==> src/rtl/mem_access_wb.sv <==
// Memory-access / write-back stage: runs captured loads/stores on a req/ready data bus,
// aligns and extends load data, and merges it with forwarded ALU results on one write-back port.
module mem_access_wb #(
   parameter int unsigned BUS_TIMEOUT = 255
) (
   input  logic        clk,
   input  logic        resetn,
   input  logic        mem_rden_i,
   input  logic        mem_wren_i,
   input  logic [31:0] mem_addr_i,
   input  logic [31:0] mem_wdata_i,
   input  logic [3:0]  mem_wstrb_i,
   input  logic [1:0]  mem_wordsize_i,
   input  logic        mem_signed_i,
   input  logic [5:0]  reg_id_i,
   input  logic [31:0] reg_data_i,
   input  logic        reg_data_valid_i,
   output logic        dbus_req_o,
   output logic        dbus_we_o,
   output logic [31:0] dbus_addr_o,
   output logic [31:0] dbus_wdata_o,
   output logic [3:0]  dbus_wstrb_o,
   input  logic        dbus_ready_i,
   input  logic [31:0] dbus_rdata_i,
   output logic        stall_o,
   output logic        wb_valid_o,
   output logic [5:0]  wb_id_o,
   output logic [31:0] wb_data_o,
   output logic        bus_err_o
);

   // Handshake: a bus transfer completes in the cycle where dbus_req_o & dbus_ready_i are both
   // high; dbus_req_o stays high until then (or until timeout) and addr/we/wdata/wstrb are stable.

   // The counter only ever holds 0 .. BUS_TIMEOUT-1.
   localparam int CW = (BUS_TIMEOUT < 2) ? 1 : $clog2(BUS_TIMEOUT);
   localparam logic [CW-1:0] TMO_LAST = CW'((BUS_TIMEOUT == 0) ? 0 : BUS_TIMEOUT - 1);

   localparam logic [1:0] SIZE_HALF = 2'd1;
   localparam logic [1:0] SIZE_BYTE = 2'd2;

   typedef enum logic [0:0] {
      IDLE = 1'b0,
      BUSY = 1'b1
   } state_t;

   state_t          state_q, state_d;
   logic [CW-1:0]   cnt_q, cnt_d;
   logic [1:0]      off_q;
   logic [1:0]      size_q;
   logic            signed_q;
   logic [5:0]      id_q;

   logic            capture;
   logic            err_d;
   logic            wb_valid_d;
   logic [5:0]      wb_id_d;
   logic [31:0]     wb_data_d;

   function automatic logic is_misaligned(input logic [1:0] off, input logic [1:0] size);
      logic mis;
      case (size)
         SIZE_BYTE: mis = 1'b0;
         SIZE_HALF: mis = off[0];
         default:   mis = (off != 2'b00);
      endcase
      return mis;
   endfunction

   function automatic logic [31:0] align_load(input logic [31:0] rdata, input logic [1:0] off,
                                              input logic [1:0] size, input logic sgn);
      logic [31:0] res;
      logic [7:0]  b;
      logic [15:0] h;
      b = rdata[8*off +: 8];
      h = off[1] ? rdata[31:16] : rdata[15:0];
      case (size)
         SIZE_BYTE: res = {{24{sgn & b[7]}}, b};
         SIZE_HALF: res = {{16{sgn & h[15]}}, h};
         default:   res = rdata;
      endcase
      return res;
   endfunction

   assign dbus_req_o = (state_q == BUSY);
   assign stall_o    = (state_q != IDLE);

   always_ff @(posedge clk or negedge resetn) begin
      if (!resetn) begin
         state_q <= IDLE;
         cnt_q   <= '0;
      end else begin
         state_q <= state_d;
         cnt_q   <= cnt_d;
      end
   end

   always_comb begin
      state_d    = state_q;
      cnt_d      = cnt_q;
      capture    = 1'b0;
      err_d      = 1'b0;
      wb_valid_d = 1'b0;
      wb_id_d    = wb_id_o;
      wb_data_d  = wb_data_o;
      case (state_q)
         IDLE: begin
            if (mem_rden_i || mem_wren_i) begin
               if (is_misaligned(mem_addr_i[1:0], mem_wordsize_i)) begin
                  err_d = 1'b1;
               end else begin
                  capture = 1'b1;
                  state_d = BUSY;
                  cnt_d   = '0;
               end
            end else if (reg_data_valid_i) begin
               wb_valid_d = 1'b1;
               wb_id_d    = reg_id_i;
               wb_data_d  = reg_data_i;
            end
         end
         BUSY: begin
            if (dbus_ready_i) begin
               state_d = IDLE;
               if (!dbus_we_o) begin
                  wb_valid_d = 1'b1;
                  wb_id_d    = id_q;
                  wb_data_d  = align_load(dbus_rdata_i, off_q, size_q, signed_q);
               end
            end else if (BUS_TIMEOUT != 0) begin
               if (cnt_q == TMO_LAST) begin
                  state_d = IDLE;
                  err_d   = 1'b1;
               end else begin
                  cnt_d = cnt_q + CW'(1);
               end
            end
         end
         default: state_d = IDLE;
      endcase
   end

   // Loads win over stores when both pulse, so the captured transfer is a read then.
   always_ff @(posedge clk or negedge resetn) begin
      if (!resetn) begin
         dbus_we_o    <= 1'b0;
         dbus_addr_o  <= '0;
         dbus_wdata_o <= '0;
         dbus_wstrb_o <= '0;
         off_q        <= '0;
         size_q       <= '0;
         signed_q     <= 1'b0;
         id_q         <= '0;
         bus_err_o    <= 1'b0;
         wb_valid_o   <= 1'b0;
         wb_id_o      <= '0;
         wb_data_o    <= '0;
      end else begin
         if (capture) begin
            dbus_we_o    <= !mem_rden_i;
            dbus_addr_o  <= {mem_addr_i[31:2], 2'b00};
            dbus_wdata_o <= mem_rden_i ? 32'h0 : mem_wdata_i;
            dbus_wstrb_o <= mem_rden_i ? 4'b0000 : mem_wstrb_i;
            off_q        <= mem_addr_i[1:0];
            size_q       <= mem_wordsize_i;
            signed_q     <= mem_signed_i;
            id_q         <= reg_id_i;
         end
         bus_err_o  <= err_d;
         wb_valid_o <= wb_valid_d;
         wb_id_o    <= wb_id_d;
         wb_data_o  <= wb_data_d;
      end
   end

endmodule

==> config.mk <==
export PLATFORM = sky130hd
export DESIGN_NAME = mem_access_wb
export DESIGN_NICKNAME = d
export VERILOG_FILES = /design/src/rtl/mem_access_wb.sv
export SDC_FILE = /design/constraint.sdc
export NUM_CORES = 1
export LEC_CHECK = 0
export CAP_MARGIN = 30
export CORE_UTILIZATION = 38
export CTS_BUF_LIST = sky130_fd_sc_hd__clkbuf_4 sky130_fd_sc_hd__clkbuf_8 sky130_fd_sc_hd__clkbuf_16
export CTS_CLUSTER_DIAMETER = 200
export DETAILED_ROUTE_END_ITERATION = 10
export GPL_TIMING_DRIVEN = 0
export PLACE_DENSITY = 0.76
export SYNTH_ARGS = -nofsm -noshare
export SYNTH_HDL_FRONTEND = slang
export SYNTH_SLANG_ARGS = --single-unit
==> constraint.sdc <==
create_clock -name clk -period 1.6 [get_ports clk]
set_input_delay 0.16 -clock clk [delete_from_list [all_inputs] [get_ports clk]]
set_output_delay 0.16 -clock clk [all_outputs]
set_load 0.01 [all_outputs]
==> results <==
[worst max path at each step]
stage                 startpoint       endpoint  slack [ns]
4_1_cts                 off_q[0]  wb_data_o[11]       -0.07
2_1_floorplan           off_q[0]  wb_data_o[10]      -0.007
6_report                off_q[0]   wb_data_o[8]        -0.1
3_5_place_dp   mem_wordsize_i[1]        id_q[4]       -0.75
3_3_place_gp              resetn     dbus_req_o       -5.41
5_1_grt                size_q[1]   wb_data_o[3]       -0.12
[cell type report]
class	count	share of cell area, %
clock inverter	6	1.058
tap	188	2.312
timing repair buffer	283	28.20
clock buffer	24	4.882
buffer	40	3.480
inverter	23	0.9469
multi-input combinational	371	27.84
antenna	1	0.02459
sequential	127	31.26
[sequential cells by signal, summed over array words and instances, names as in the netlist, 2 cells and up]
register,flops
dbus_addr_o,30
size_q,2
cnt_q,8
dbus_wdata_o,32
dbus_wstrb_o,4
id_q,6
off_q,2
wb_data_o,32
wb_id_o,6
[worst register-to-register path, cell delays in order, from the launching register on]
cell and delay, ns:
dfrtp_2 0.44, mux2i_4 0.33, o22ai_4 0.13, a221o_1 0.37, a221o_1 0.30
[placed cells by master (no fill, tap or decap), drive strengths merged, types with 9 or more instances in the layout]
cell,count
clkdlybuf4s50,249
nor2,12
mux2,40
a221oi,14
buf,56
a22oi,13
mux2i,10
o21ai,63
a221o,14
a21oi,15
nand2b,40
dfrtp,127
nand2,73
inv,23
nor3,9
o211ai,20
clkbuf,36
[routing by layer]
| layer | track usage (%) | vias up | routed length [um] |
|---|---|---|---|
| met4 | 12.39 | 0 | 580 |
| met1 | 28.86 | 2633 | 7868 |
| met5 | 0 | - | 0 |
| li1 | - | 2599 | - |
| met3 | 8.417 | 43 | 1863 |
| met2 | 41.79 | 293 | 9401 |
[cell families (layout without fill, tap and decap cells)]
group / count (synthesis) / count (layout) / share of synthesized area [%]
buffers and inverters: 65 / 376 / 5.037
AO/OA/AOI/OAI: 150 / 151 / 17.20
adder cells (fa/ha/maj): 5 / 5 / 1.054
multiplexers: 50 / 50 / 9.273
other: 1 / 3 / 0.06316
flip-flops: 127 / 127 / 53.53
XOR/XNOR: 4 / 4 / 0.5902
AND/OR/NAND/NOR: 159 / 159 / 13.26
[power by group through the flow]
stage          registers [W]  logic [W]  clock network (W)
2_1_floorplan        0.00549    0.00240                  0
3_3_place_gp         0.00504    0.00608                  0
3_5_place_dp         0.00507    0.00615                  0
4_1_cts              0.00505    0.00688            0.00406
5_1_grt              0.00519    0.00779            0.00420
6_report             0.00504    0.00731            0.00399
[through the flow]
step | setup TNS (ns) | util, %
finish | -1.056 | 66.93
CTS | -1.026 | 65.23
floorplan | -0.04583 | -
global placement | -684.41 | 57.55
global route | -2.502 | 66.91
detailed placement | -64.35 | 57.74
[what timing repair did]
action / 4_1_cts / 5_1_grt
pin swaps: 22 / 10
hold buffers: 1 / 0
setup buffers: 11 / 12
cloned: 6 / 0
setup endpoints to repair: 129 / 92
resized for setup: 100 / 48
hold endpoints to repair: 46 / 0
==> results.toml <==
[status]
status = "complete, but fails checks"
violations = "negative setup slack"

[route]
num_vias = 5568
wl_per_cell_um = 18.54
dr.first_iter.drc_count = 256
dr.pass1.iters = 5
antenna_left = 0
drcViolationCount = 0
finalWirelength_um = 19710
viasPerCell = 5.238

[clocking]
cts-root-buf = "clkbuf_16"
worstSkewPairLatency_ns = 0.42
clock_path_buffers = 2
cts.sinks = 127
htree_levels = 4
cts_buffers = 17
path_clk_slew_ns = 0.05
tritoncts = "done"

[placed_design]
place_congestion = 0.8782
dpl.cell_count = 1006
port_buffers = 255
place_area_um2 = 8777
place_worst_setup_slack_ns = -0.7474
hpwl_um = 14010

[global_routing]
grt.total_usage_pct = 25.04
grt_pass1_wl_um = 30620
grt_start_max_net_pins = 82
antenna_found_initial = 1
grt_pass1_vias = 5771
overflow = 0

[setup_path]
ff2ff_setup_slack_ns = -0.1
critPathArrivalTime_ns = 1.98
cp_num_buf_inv = 0
crit_path_start_kind = "register"
slowest_delay_ns = 0.44
cp_common_cell = "a221o_1"
cp_slowest_cell = "dfrtp_2"
timing.rr.start = "off_q[0]"
crit_type = "reg2reg"
path_delay_family = "compound AO/OA/AOI/OAI gates"
cp.depth = 4
r2r_cells = 4
cp_max_fo = 5
cp_cell_sequence = "mux2i_4 -> o22ai_4 -> a221o_1 -> a221o_1"
r2r_end = "wb_data_o[8]"
cp-end-kind = "register"
worstPathRequired_ns = 1.89

[power]
ir_drop_mv = 0.8456
power_density_nw_per_um2 = 1606
clkPwrFrac_pct = 24.4
power.total_w = 0.01634
p_int_w = 0.01104
switching_share_pct = 32.43
switchingPower_w = 0.005298
p_seq_share_pct = 30.8
p_leak_nw = 4.283
p_comb_share_pct = 44.7

[final_layout]
final_nets = 1015
fill_cells = 1215
area_delta_synth_final_pct = 71.38
regArea_um2 = 3181
multiInputGateArea_um2 = 2833
fin_cells = 1063
design_area_um2 = 10170
drive_gt1_share_pct = 20.59

[hold_path]
hold_class = "in2reg"
hp-start = "mem_wordsize_i[1]"
hold_depth = 3
whs_endpoint = "size_q[1]"

[floorplan]
rows = 45
start_util_pct = 39.05
die_w_um = 127.0
pin_count = 258
dieArea_um2 = 16130
core-area_um2 = 15200
die_h_um = 127.0

[timing]
clock.fmax_mhz = 589.7
fin_crit_sh_pct = 106.0
slew_headroom_pct = 63.66
fin_hold_ws_ns = 0.1849
fin_skew_ns = 0.01159
setup_slack_ns = -0.09585
layout_min_cycle_time_ns = 1.696
worst_pin_slew_ns = 0.5451
slew_viol_final = 0
timing_hold_violations_final = 0
rsz0062_at_grt = "true"
finalSetupViolations = 41

[synth]
synth-edff-count = 0
synth_top_area_share_pct = 53.53
synth-async-reset-ratio_pct = 100.0
yosysTopAreaCell = "dfrtp_1"
ys_seq_elements = 127
synth.most_common_cell = "dfrtp_1"
postSynthCellCount = 561
synthDistinctLibCells = 46
synthTopCellsByArea = "dfrtp_1 54%, mux2_2 7.6%, o21ai_0 5.2%"
netlist_top_cells_count = "127 x dfrtp_1, 73 x nand2_1, 62 x o21ai_0"
ys.flop_type = "dfrtp_1"
ys_warn_count = 0
avgSynthCellArea_um2 = 10.58
syn_area_um2 = 5937
ys_seq_area_share_pct = 53.53

[job]
max-cap-violations = 0
Note: power is estimated with default switching activity, not from simulation.
